===== src/rtl/vga_pkg.sv =====
// Shared definitions for the text-mode video path (text writer, video
// controller, vram). Holds the screen geometry, VRAM address width,
// control codes, the space character and the power-up attribute.
package vga_pkg;

  localparam int COLS   = 80;
  localparam int ROWS   = 30;
  localparam int ADDR_W = 13;
  localparam int CELLS  = COLS * ROWS;

  localparam int COL_W = $clog2(COLS);
  localparam int ROW_W = $clog2(ROWS);

  localparam logic [7:0] CH_CR        = 8'h0D;
  localparam logic [7:0] CH_LF        = 8'h0A;
  localparam logic [7:0] CH_BS        = 8'h08;
  localparam logic [7:0] CH_FF        = 8'h0C;
  localparam logic [7:0] CH_SPACE     = 8'h20;
  localparam logic [7:0] ATTR_DEFAULT = 8'h07;

  localparam logic [COL_W-1:0]  COL_LAST  = COL_W'(COLS - 1);
  localparam logic [ROW_W-1:0]  ROW_LAST  = ROW_W'(ROWS - 1);
  localparam logic [ADDR_W-1:0] LINE_LAST = ADDR_W'(COLS - 1);
  localparam logic [ADDR_W-1:0] CELL_LAST = ADDR_W'(CELLS - 1);

  typedef enum logic [1:0] {
    ST_IDLE       = 2'd0,
    ST_WRITE      = 2'd1,
    ST_CLEAR_LINE = 2'd2,
    ST_CLEAR_ALL  = 2'd3
  } tw_state_t;

  // Row index increment with wrap at ROWS.
  function automatic logic [ROW_W-1:0] row_inc(input logic [ROW_W-1:0] r);
    return (r == ROW_LAST) ? '0 : r + 1'b1;
  endfunction

endpackage


===== src/rtl/row_addr_mul.sv =====
// Row base address: row * COLS as shift-and-add (80 = 64 + 16).
// Ports:
//   row  - row index (0..ROWS-1)
//   base - row * COLS at ADDR_W bits
module row_addr_mul
  import vga_pkg::*;
(
  input  logic [ROW_W-1:0]  row,
  output logic [ADDR_W-1:0] base
);

  logic [ADDR_W-1:0] row_ext;

  assign row_ext = ADDR_W'(row);
  assign base    = (row_ext << 6) + (row_ext << 4);

endmodule


===== src/rtl/text_writer.sv =====
// Text-mode write engine. Turns a byte stream of characters and control
// codes (CR, LF, BS, FF) into {attr, char} cell writes into VRAM, tracks the
// cursor, auto-wraps at end of line and scrolls by advancing a circular top
// row instead of moving memory.
// Ports:
//   clk, rst_n              - clock, async active-low reset
//   in_data/in_valid/in_ready - byte input handshake
//   attr                    - colour attribute, sampled with each accepted byte
//   wr_en/wr_addr/wr_data   - VRAM write request, held until wr_grant
//   wr_grant                - write slot granted by the VRAM arbiter
//   start_addr              - address of the top displayed row
//   cursor_addr             - address of the cursor cell
//   busy                    - high whenever not IDLE
//
// state         | meaning
// ST_IDLE       | ready for a byte; CR/BS/LF (no scroll) handled in place
// ST_WRITE      | one character write pending until granted
// ST_CLEAR_LINE | scroll: blanking the row that becomes the new bottom line
// ST_CLEAR_ALL  | form feed / reset: blanking the whole screen from address 0
module text_writer
  import vga_pkg::*;
(
  input  logic              clk,
  input  logic              rst_n,
  input  logic [7:0]        in_data,
  input  logic              in_valid,
  output logic              in_ready,
  input  logic [7:0]        attr,
  output logic              wr_en,
  output logic [ADDR_W-1:0] wr_addr,
  output logic [15:0]       wr_data,
  input  logic              wr_grant,
  output logic [ADDR_W-1:0] start_addr,
  output logic [ADDR_W-1:0] cursor_addr,
  output logic              busy
);

  tw_state_t state, state_nxt;

  logic              armed_q;
  logic [COL_W-1:0]  col;
  logic [ROW_W-1:0]  phys_row;
  logic [ROW_W-1:0]  log_row;
  logic [ROW_W-1:0]  top_row;
  logic [ADDR_W-1:0] clr_cnt;
  logic [ADDR_W-1:0] wr_addr_q;
  logic [7:0]        attr_q;
  logic [7:0]        char_q;

  logic              accept;
  logic              xfer;
  logic              col_last;
  logic              log_last;
  logic              newline;
  logic              clr_line_done;
  logic              clr_all_done;
  logic [ADDR_W-1:0] cursor_base;
  logic [ADDR_W-1:0] start_base;

  row_addr_mul u_cursor_mul (
    .row  (phys_row),
    .base (cursor_base)
  );

  row_addr_mul u_start_mul (
    .row  (top_row),
    .base (start_base)
  );

  assign cursor_addr = cursor_base + ADDR_W'(col);
  assign start_addr  = start_base;

  assign accept   = in_valid && in_ready;
  assign xfer     = wr_en && wr_grant;
  assign col_last = (col == COL_LAST);
  assign log_last = (log_row == ROW_LAST);

  // Explicit LF, or a granted character write in the last column (auto-wrap).
  assign newline = ((state == ST_IDLE) && accept && (in_data == CH_LF)) ||
                   ((state == ST_WRITE) && xfer && col_last);

  assign clr_line_done = (state == ST_CLEAR_LINE) && xfer && (clr_cnt == LINE_LAST);
  assign clr_all_done  = (state == ST_CLEAR_ALL)  && xfer && (clr_cnt == CELL_LAST);

  // State register
  always_ff @(posedge clk or negedge rst_n) begin
    if (!rst_n) begin
      state <= ST_CLEAR_ALL;
    end else begin
      state <= state_nxt;
    end
  end

  // Next-state logic
  always_comb begin
    state_nxt = state;
    case (state)
      ST_IDLE: begin
        if (accept) begin
          case (in_data)
            CH_CR, CH_BS: state_nxt = ST_IDLE;
            CH_LF:        state_nxt = log_last ? ST_CLEAR_LINE : ST_IDLE;
            CH_FF:        state_nxt = ST_CLEAR_ALL;
            default:      state_nxt = ST_WRITE;
          endcase
        end
      end
      ST_WRITE: begin
        if (xfer) begin
          state_nxt = (col_last && log_last) ? ST_CLEAR_LINE : ST_IDLE;
        end
      end
      ST_CLEAR_LINE: begin
        if (clr_line_done) state_nxt = ST_IDLE;
      end
      ST_CLEAR_ALL: begin
        if (clr_all_done) state_nxt = ST_IDLE;
      end
      default: state_nxt = ST_CLEAR_ALL;
    endcase
  end

  // Output logic. The request is held off while armed_q is low so that the
  // outputs read as idle during reset; the clear starts on the first clock
  // after release.
  always_comb begin
    in_ready = 1'b0;
    busy     = 1'b1;
    wr_en    = 1'b0;
    wr_addr  = clr_cnt;
    wr_data  = {attr_q, CH_SPACE};
    case (state)
      ST_IDLE: begin
        in_ready = 1'b1;
        busy     = 1'b0;
      end
      ST_WRITE: begin
        wr_en   = armed_q;
        wr_addr = wr_addr_q;
        wr_data = {attr_q, char_q};
      end
      ST_CLEAR_LINE: begin
        wr_en   = armed_q;
        wr_addr = start_base + clr_cnt;
      end
      ST_CLEAR_ALL: begin
        wr_en   = armed_q;
        wr_addr = clr_cnt;
      end
      default: ;
    endcase
  end

  // Cursor, scroll and clear datapath
  always_ff @(posedge clk or negedge rst_n) begin
    if (!rst_n) begin
      armed_q   <= 1'b0;
      col       <= '0;
      phys_row  <= '0;
      log_row   <= '0;
      top_row   <= '0;
      clr_cnt   <= '0;
      wr_addr_q <= '0;
      attr_q    <= ATTR_DEFAULT;
      char_q    <= CH_SPACE;
    end else begin
      armed_q <= 1'b1;

      case (state)
        ST_IDLE: begin
          if (accept) begin
            attr_q <= attr;
            case (in_data)
              CH_CR: col <= '0;
              CH_BS: if (col != '0) col <= col - 1'b1;
              CH_LF, CH_FF: ;
              default: begin
                char_q    <= in_data;
                wr_addr_q <= cursor_addr;
              end
            endcase
          end
        end
        ST_WRITE: begin
          if (xfer) col <= col_last ? '0 : col + 1'b1;
        end
        ST_CLEAR_LINE: begin
          if (clr_line_done) begin
            clr_cnt <= '0;
            top_row <= row_inc(top_row);
          end else if (xfer) begin
            clr_cnt <= clr_cnt + 1'b1;
          end
        end
        ST_CLEAR_ALL: begin
          if (clr_all_done) begin
            clr_cnt  <= '0;
            col      <= '0;
            top_row  <= '0;
          end else if (xfer) begin
            clr_cnt <= clr_cnt + 1'b1;
          end
        end
        default: ;
      endcase

      // Row bookkeeping; the scroll clear is started by the FSM. Once the
      // screen is full, log_row stays pinned at the bottom line.
      if (clr_all_done) begin
        phys_row <= '0;
        log_row  <= '0;
      end else if (newline) begin
        phys_row <= row_inc(phys_row);
        if (!log_last) log_row <= log_row + 1'b1;
      end
    end
  end

endmodule


===== config.mk =====
export PLATFORM = sky130hd
export DESIGN_NAME = text_writer
export DESIGN_NICKNAME = d
export VERILOG_FILES = /design/src/rtl/vga_pkg.sv /design/src/rtl/row_addr_mul.sv /design/src/rtl/text_writer.sv
export SDC_FILE = /design/constraint.sdc
export NUM_CORES = 1
export LEC_CHECK = 0
export BUFFER_PORTS_ARGS = -buffer_cell sky130_fd_sc_hd__buf_2
export CELL_PAD_IN_SITES_DETAIL_PLACEMENT = 0
export CELL_PAD_IN_SITES_GLOBAL_PLACEMENT = 1
export CORE_ASPECT_RATIO = 0.8
export CORE_UTILIZATION = 44
export CTS_CLUSTER_DIAMETER = 80
export DETAILED_ROUTE_END_ITERATION = 8
export PLACE_DENSITY = 0.86
export SLEW_MARGIN = 20
export SYNTH_ARGS = -nofsm -noshare
export SYNTH_HDL_FRONTEND = slang
export SYNTH_HIERARCHICAL = 1
export SYNTH_SLANG_ARGS = --single-unit

===== constraint.sdc =====
create_clock -name clk -period 4 [get_ports clk]
set_clock_uncertainty 0.05 [all_clocks]
set_input_delay 1 -clock clk [delete_from_list [all_inputs] [get_ports clk]]
set_output_delay 1 -clock clk [all_outputs]
set_load 0.005 [all_outputs]

Word-level counts from Yosys, hierarchy flattened
Index checks and enable logic that the tools add are counted.
{"block": "totals", "reg_bits": 67, "in_bits": 20, "output_inout_bits": 58, "wordCells": 101}
{"block": "classes", "n_addsub": 10, "eq_ne": 20, "muxes": 34, "bitwise_logic": 1, "n_reduce_logical": 26}
{"cell": "$pmux W13 S2", "n": 2}
{"cell": "$mux W5", "n": 9}
{"cell": "$mux W13", "n": 3}
{"cell": "$mux W7", "n": 5}
{"cell": "$eq A8 B4 Y1 const B", "n": 4}
{"cell": "$add A11 B9 Y12", "n": 2}
{"cell": "$pmux W7 S3", "n": 1}
{"cell": "$add A5 B1 Y5 const B", "n": 3}
{"cell": "$eq A5 B5 Y1 const B", "n": 3}
{"cell": "$pmux W7 S2", "n": 1}
{"cell": "$add A13 B1 Y13 const B", "n": 1}
{"cell": "$add A13 B13 Y13", "n": 1}
{"cell": "$add A13 B7 Y13", "n": 1}
{"cell": "$eq A13 B12 Y1 const B", "n": 1}
{"cell": "$eq A13 B7 Y1 const B", "n": 1}
{"cell": "$mux W2", "n": 6}
{"cell": "$logic_and A1 B1 Y1", "n": 11}
{"cell": "$pmux W5 S2", "n": 1}
{"cell": "$mux W8", "n": 1}
{"cell": "$ne A2 B2 Y1 const B", "n": 4}
{"cell": "$pmux W2 S4", "n": 1}
{"cell": "$add A7 B1 Y7 const B", "n": 1}
{"cell": "$eq A7 B7 Y1 const B", "n": 1}
{"cell": "$reduce_bool A7 Y1", "n": 1}
{"cell": "20 further kinds", "n": 26}

Depth between registers and ports, before layout
{"block": "logic_depth", "ltp_word": 9, "ltp_mapped": 12, "ltp_nobuf": 12}

Modules after synthesis
Netlist, hierarchy kept.
{"mod": "text_writer", "n_inst": 1, "cells_each": 508, "area_per_inst_um2": 4688.2, "seq_area_each_um2": 1684.1}
{"mod": "row_addr_mul", "n_inst": 2, "cells_each": 21, "area_per_inst_um2": 175.2, "seq_area_each_um2": 0.0}

Worst setup path before layout
Ideal clock, no wire load.
{"block": "synth_timing", "path_kind": "register to output", "start": "reg top_row[3]", "end": "out wr_addr[12]", "arrival_ns": 2.728, "required_ns": 2.950, "slack_ns": 0.222, "stages_incl_launch_ff": 12, "n_path_buf": 0, "path_cell_list": "dfrtp_1 -> ha_1 -> a21o_1 -> a21oi_2 -> xnor2_1 -> ha_1 -> a21o_1 -> a21oi_1 -> mux2i_1 -> a31o_2 -> or3_1 -> nand3_1"}
{"block": "synth_via", "elab_chain_cells": 3}
{"element": "start: declaration", "line_no": "text_writer.sv:44", "text": "logic [ROW_W-1:0] top_row;"}
{"element": "start signal: assignment", "line_no": "text_writer.sv:190", "text": "top_row <= row_inc(top_row);"}
{"element": "$add A11 B9 Y12", "line_no": "row_addr_mul.sv:15", "text": "assign base = (row_ext << 6) + (row_ext << 4);"}
{"element": "via start_addr[9]", "line_no": "text_writer.sv:33", "text": "output logic [ADDR_W-1:0] start_addr,"}
{"element": "$add A13 B13 Y13", "line_no": "text_writer.sv:144", "text": "wr_addr = start_base + clr_cnt;"}
{"element": "$pmux W13 S2", "line_no": "text_writer.sv:132", "text": "case (state)"}
{"element": "end: declaration", "line_no": "text_writer.sv:30", "text": "output logic [ADDR_W-1:0] wr_addr,"}
The timed path passes the listed nets, and every way through them passes these cells.

Worst setup path in the final report
{"block": "layout_timing", "start": "reg top_row[3]", "end": "out wr_addr[12]"}
{"block": "layout_via", "elab_chain_cells": 3}
{"element": "$add A11 B9 Y12", "line_no": "row_addr_mul.sv:15"}
{"element": "$add A13 B13 Y13", "line_no": "text_writer.sv:144"}
{"element": "$pmux W13 S2", "line_no": "text_writer.sv:132"}
No other way between the ends.

==> run metrics <==
outcome=finished with violations; failing checks=negative setup slack; LEAKAGE=2.91 nW; CP Class=register to output pin; post-layout util=55.4%; vias in the first global route=4,186; final max-slew violation count=0; CP Launch Type=register; crit-path cells=ha_1 -> a21o_1 -> a21oi_2 -> xnor2_2 -> ha_1 -> a21o_1 -> a21oi_2 -> mux2i_1 -> a31o_2 -> or3_1 -> nand3_1 -> buf_2; Routed WL=13,300 um; Crit path required time=2.95 ns; layout cell share with drive strength beyond 1=28.4%; fmax=0.242 GHz; Yosys cell types=64; largest net degree at the start of global routing=67; Syn-to-layout area delta=21.2%; Avg Inst Size Synth=9.16 um^2; CTS Buf Count=9; RSZ-0062 raised after global routing=yes; DPL Wire Length=9640 um; Post-synth ARST share=100%; sequential fraction of the synthesis area=33.4%; IO Port Bufs=72; clk_lat worst skew=0.34 ns; gr ovfl total=0; Avg Vias per Cell=5.71; Iteration-0 DRC Markers=266; initial antenna violation count=0; per-cell routed wire length=16.8 um; Final Wtd Congestion=0.910; Die X=122 um; final period utilization=103%; Cell Area, Synth=0.00504 mm^2; WP data arrival=3.08 ns; metal3 WL=817 um; CTS Root Cell=clkbuf_16; CTS Sinks=67; htree depth=3; die area=0.0119 mm^2; Worst setup EP type=output pin; DRT Pass-1 Iters=5; CTS Hold Buffers Added=0; final net count=703; Final Hold Fails=0; Max Used Layer=met4; ys flop type=dfrtp_1; PD cells=577 mW/mm^2; first-pass GRT wire length=21,300 um; core box area=0.0110 mm^2; CP max FO=2; Synth Register Bits=67; CTS tree=yes; Initial Util=45.7%; Tot Pwr=0.00353 W; fin worst setup slack=-0.128 ns; Yosys warnings=6; DR vias=4,506; Site Rows=34; CTS max path bufs=2; Setup violations, final=1; GRT Resource Usage Total=23.0%; worst vdd ir=0.434 mV; met1 wire length=6350 um; drt drc=0; slowest library cell on the worst path=dfrtp_1; Max-Cap Viols=0; Gate Count Post-Synth=550; Reg clk slew, reported paths=0.05 ns; Hold Path Class=primary input to asynchronous set/reset pin; IO Pins=78; crit path time final=4.13 ns; ant diodes=0; hold_ws=0.399 ns; worst-margin pin slew=0.945 ns; EDFF count, synth=0; Slew Limit Headroom=37.0%; slowest stage delay, CP=0.38 ns; Antenna Nets Post-Route=0; met2 routed WL=5910 um; die height=97.7 um
[path summary, 6_finish.rpt]
path / startpoint / to / slack [ns] / cells past startpoint
worst min register to register: char_q[4]$_DFFE_PN0P_ / char_q[4]$_DFFE_PN0P_ / 0.45 / 1
worst max register to register: state[0]$_DFFE_PN1P_ / top_row[3]$_DFFE_PN0P_ / 0.93 / 8
worst min-delay path: rst_n / attr_q[3]$_DFFE_PN0P_ / 0.40 / 1
worst max-delay path: top_row[3]$_DFFE_PN0P_ / wr_addr[12] / -0.13 / 12
min in group clk: char_q[4]$_DFFE_PN0P_ / char_q[4]$_DFFE_PN0P_ / 0.45 / 1
max in group asynchronous: rst_n / char_q[5]$_DFFE_PN1P_ / 2.91 / 2
[metal layers]
metal / up-vias / GRT usage, %
met3: 21 / 4.23
met1: 2178 / 33.8
met2: 149 / 34.3
met4: 0 / 6.74
li1: 2158 / -
met5: - / 0
[stage by stage]
step / cell area [um^2] / instances / setup WS, ns / TNS, ns
2_1_floorplan: 5070 / 558 / 0.222 / 0
3_3_place_gp: 5600 / 763 / 0.176 / 0
3_5_place_dp: 5600 / 763 / 0.141 / 0
4_1_cts: 5980 / 786 / -0.0542 / -0.0542
5_1_grt: 6110 / 789 / -0.245 / -0.310
6_report: 6110 / 789 / -0.128 / -0.128
[critical path: cells and delay by family, from the launching register on]
| kind | cells | cell delay [ns] |
|---|---|---|
| AOI/OAI and AO/OA | 5 | 1.01 |
| muxes | 1 | 0.10 |
| adders and majority gates | 2 | 0.59 |
| xor gates and xnor gates | 1 | 0.15 |
| DFF | 1 | 0.38 |
| and+or+nand+nor | 2 | 0.39 |
| buffers and inverters | 1 | 0.12 |
[where the power goes]
part | leakage, nW | switching, W | total (W) | internal, W
clock | 0.145 | 0.000293 | 0.000808 | 0.000515
sequential | 0.863 | 0.000148 | 0.00100 | 0.000852
combinational | 1.90 | 0.000953 | 0.00172 | 0.000764
total | 2.91 | 0.00139 | 0.00353 | 0.00213
[area by class of cell]
type | count | area, um^2
tap | 144 | 180
clock inverter | 4 | 50.0
multi-input combinational | 440 | 3270
timing repair buffer | 99 | 576
sequential | 67 | 1680
fill | 981 | 4910
inverter | 23 | 86.3
clock buffer | 12 | 256
[timing repair]
item | CTS | global route
endpoints found under the setup margin | 4 | 5
buffers inserted | 7 | 3
pin swaps | 4 | 15
gates resized for setup | 7 | 17
[flip-flops by register name, indices dropped and copies added, names as in the netlist]
register,flops
col,7
log_row,5
phys_row,5
char_q,8
clr_cnt,13
top_row,5
attr_q,8
wr_addr_q,13
state,2
armed_q,1
[Yosys cell counts, types with 2 or more instances]
| master | count | share of area [%] |
|---|---|---|
| a211oi_1 | 6 | 0.89 |
| a21oi_2 | 2 | 0.35 |
| conb_1 | 3 | 0.22 |
| or2_2 | 2 | 0.25 |
| ha_1 | 39 | 9.7 |
| mux2_2 | 29 | 6.5 |
| inv_1 | 23 | 1.7 |
| nand2b_1 | 12 | 1.5 |
| fa_1 | 4 | 1.6 |
| nor2b_1 | 7 | 0.87 |
| nor3_1 | 8 | 0.79 |
| a31oi_1 | 6 | 0.75 |
| mux2i_1 | 2 | 0.40 |
| dfrtp_1 | 61 | 30 |
| o21ba_2 | 2 | 0.40 |
| a32oi_1 | 3 | 0.52 |
| a21oi_1 | 30 | 3.0 |
| nand3_1 | 22 | 2.2 |
| o21ai_0 | 36 | 3.6 |
| nor4_1 | 3 | 0.37 |
| and3_1 | 6 | 0.75 |
| or3_1 | 6 | 0.75 |
| nand2_1 | 41 | 3.1 |
| buf_4 | 14 | 2.1 |
| o21bai_1 | 4 | 0.60 |
| nor2_1 | 45 | 3.4 |
| nand4_1 | 8 | 0.99 |
| xnor2_1 | 20 | 3.5 |
| xor2_1 | 16 | 2.8 |
| clkbuf_1 | 13 | 0.97 |
| a21o_1 | 12 | 1.8 |
| nand3b_1 | 3 | 0.45 |
| o31ai_1 | 6 | 0.89 |
| nor3b_1 | 2 | 0.30 |
| a22oi_1 | 6 | 0.89 |
| o211ai_1 | 3 | 0.45 |
| or4_1 | 3 | 0.45 |
| a31o_2 | 2 | 0.35 |
| dfstp_2 | 6 | 3.1 |
| a311oi_1 | 3 | 0.52 |
| and2_1 | 8 | 0.99 |
[cell usage in the layout, fill, tap and decap left out, drive strengths merged, types with 3 or more instances in the layout]
master	netlist	final
nor3	8	8
a21oi	32	32
a21o	12	12
o21bai	4	4
nand3b	3	3
a32oi	3	3
nand3	22	22
nor4	3	3
xnor2	20	20
xor2	16	16
and2	8	8
clkbuf	13	12
nor2	45	45
a31oi	6	6
nand2b	12	12
a311oi	3	3
nor2b	7	7
or3	6	6
dfrtp	61	61
ha	39	39
buf	15	99
dfstp	6	6
nand2	41	41
o21ai	37	37
nand4	8	8
o31ai	6	6
inv	23	23
mux2	29	29
fa	4	4
o211ai	5	5
a22oi	6	6
and3	6	6
or4	4	4
a211oi	6	6
conb	3	11
[cell families after synthesis]
logic type / count (synthesis) / share of synthesized area (%)
simple gates: 180 / 17.9
compound gates: 138 / 18.8
flops: 67 / 33.4
buf+inv: 51 / 4.84
fa+ha+maj: 43 / 11.3
xor+xnor: 36 / 6.26
mux: 32 / 7.33
other cells: 3 / 0.223
(Power assumes the default switching activity.)
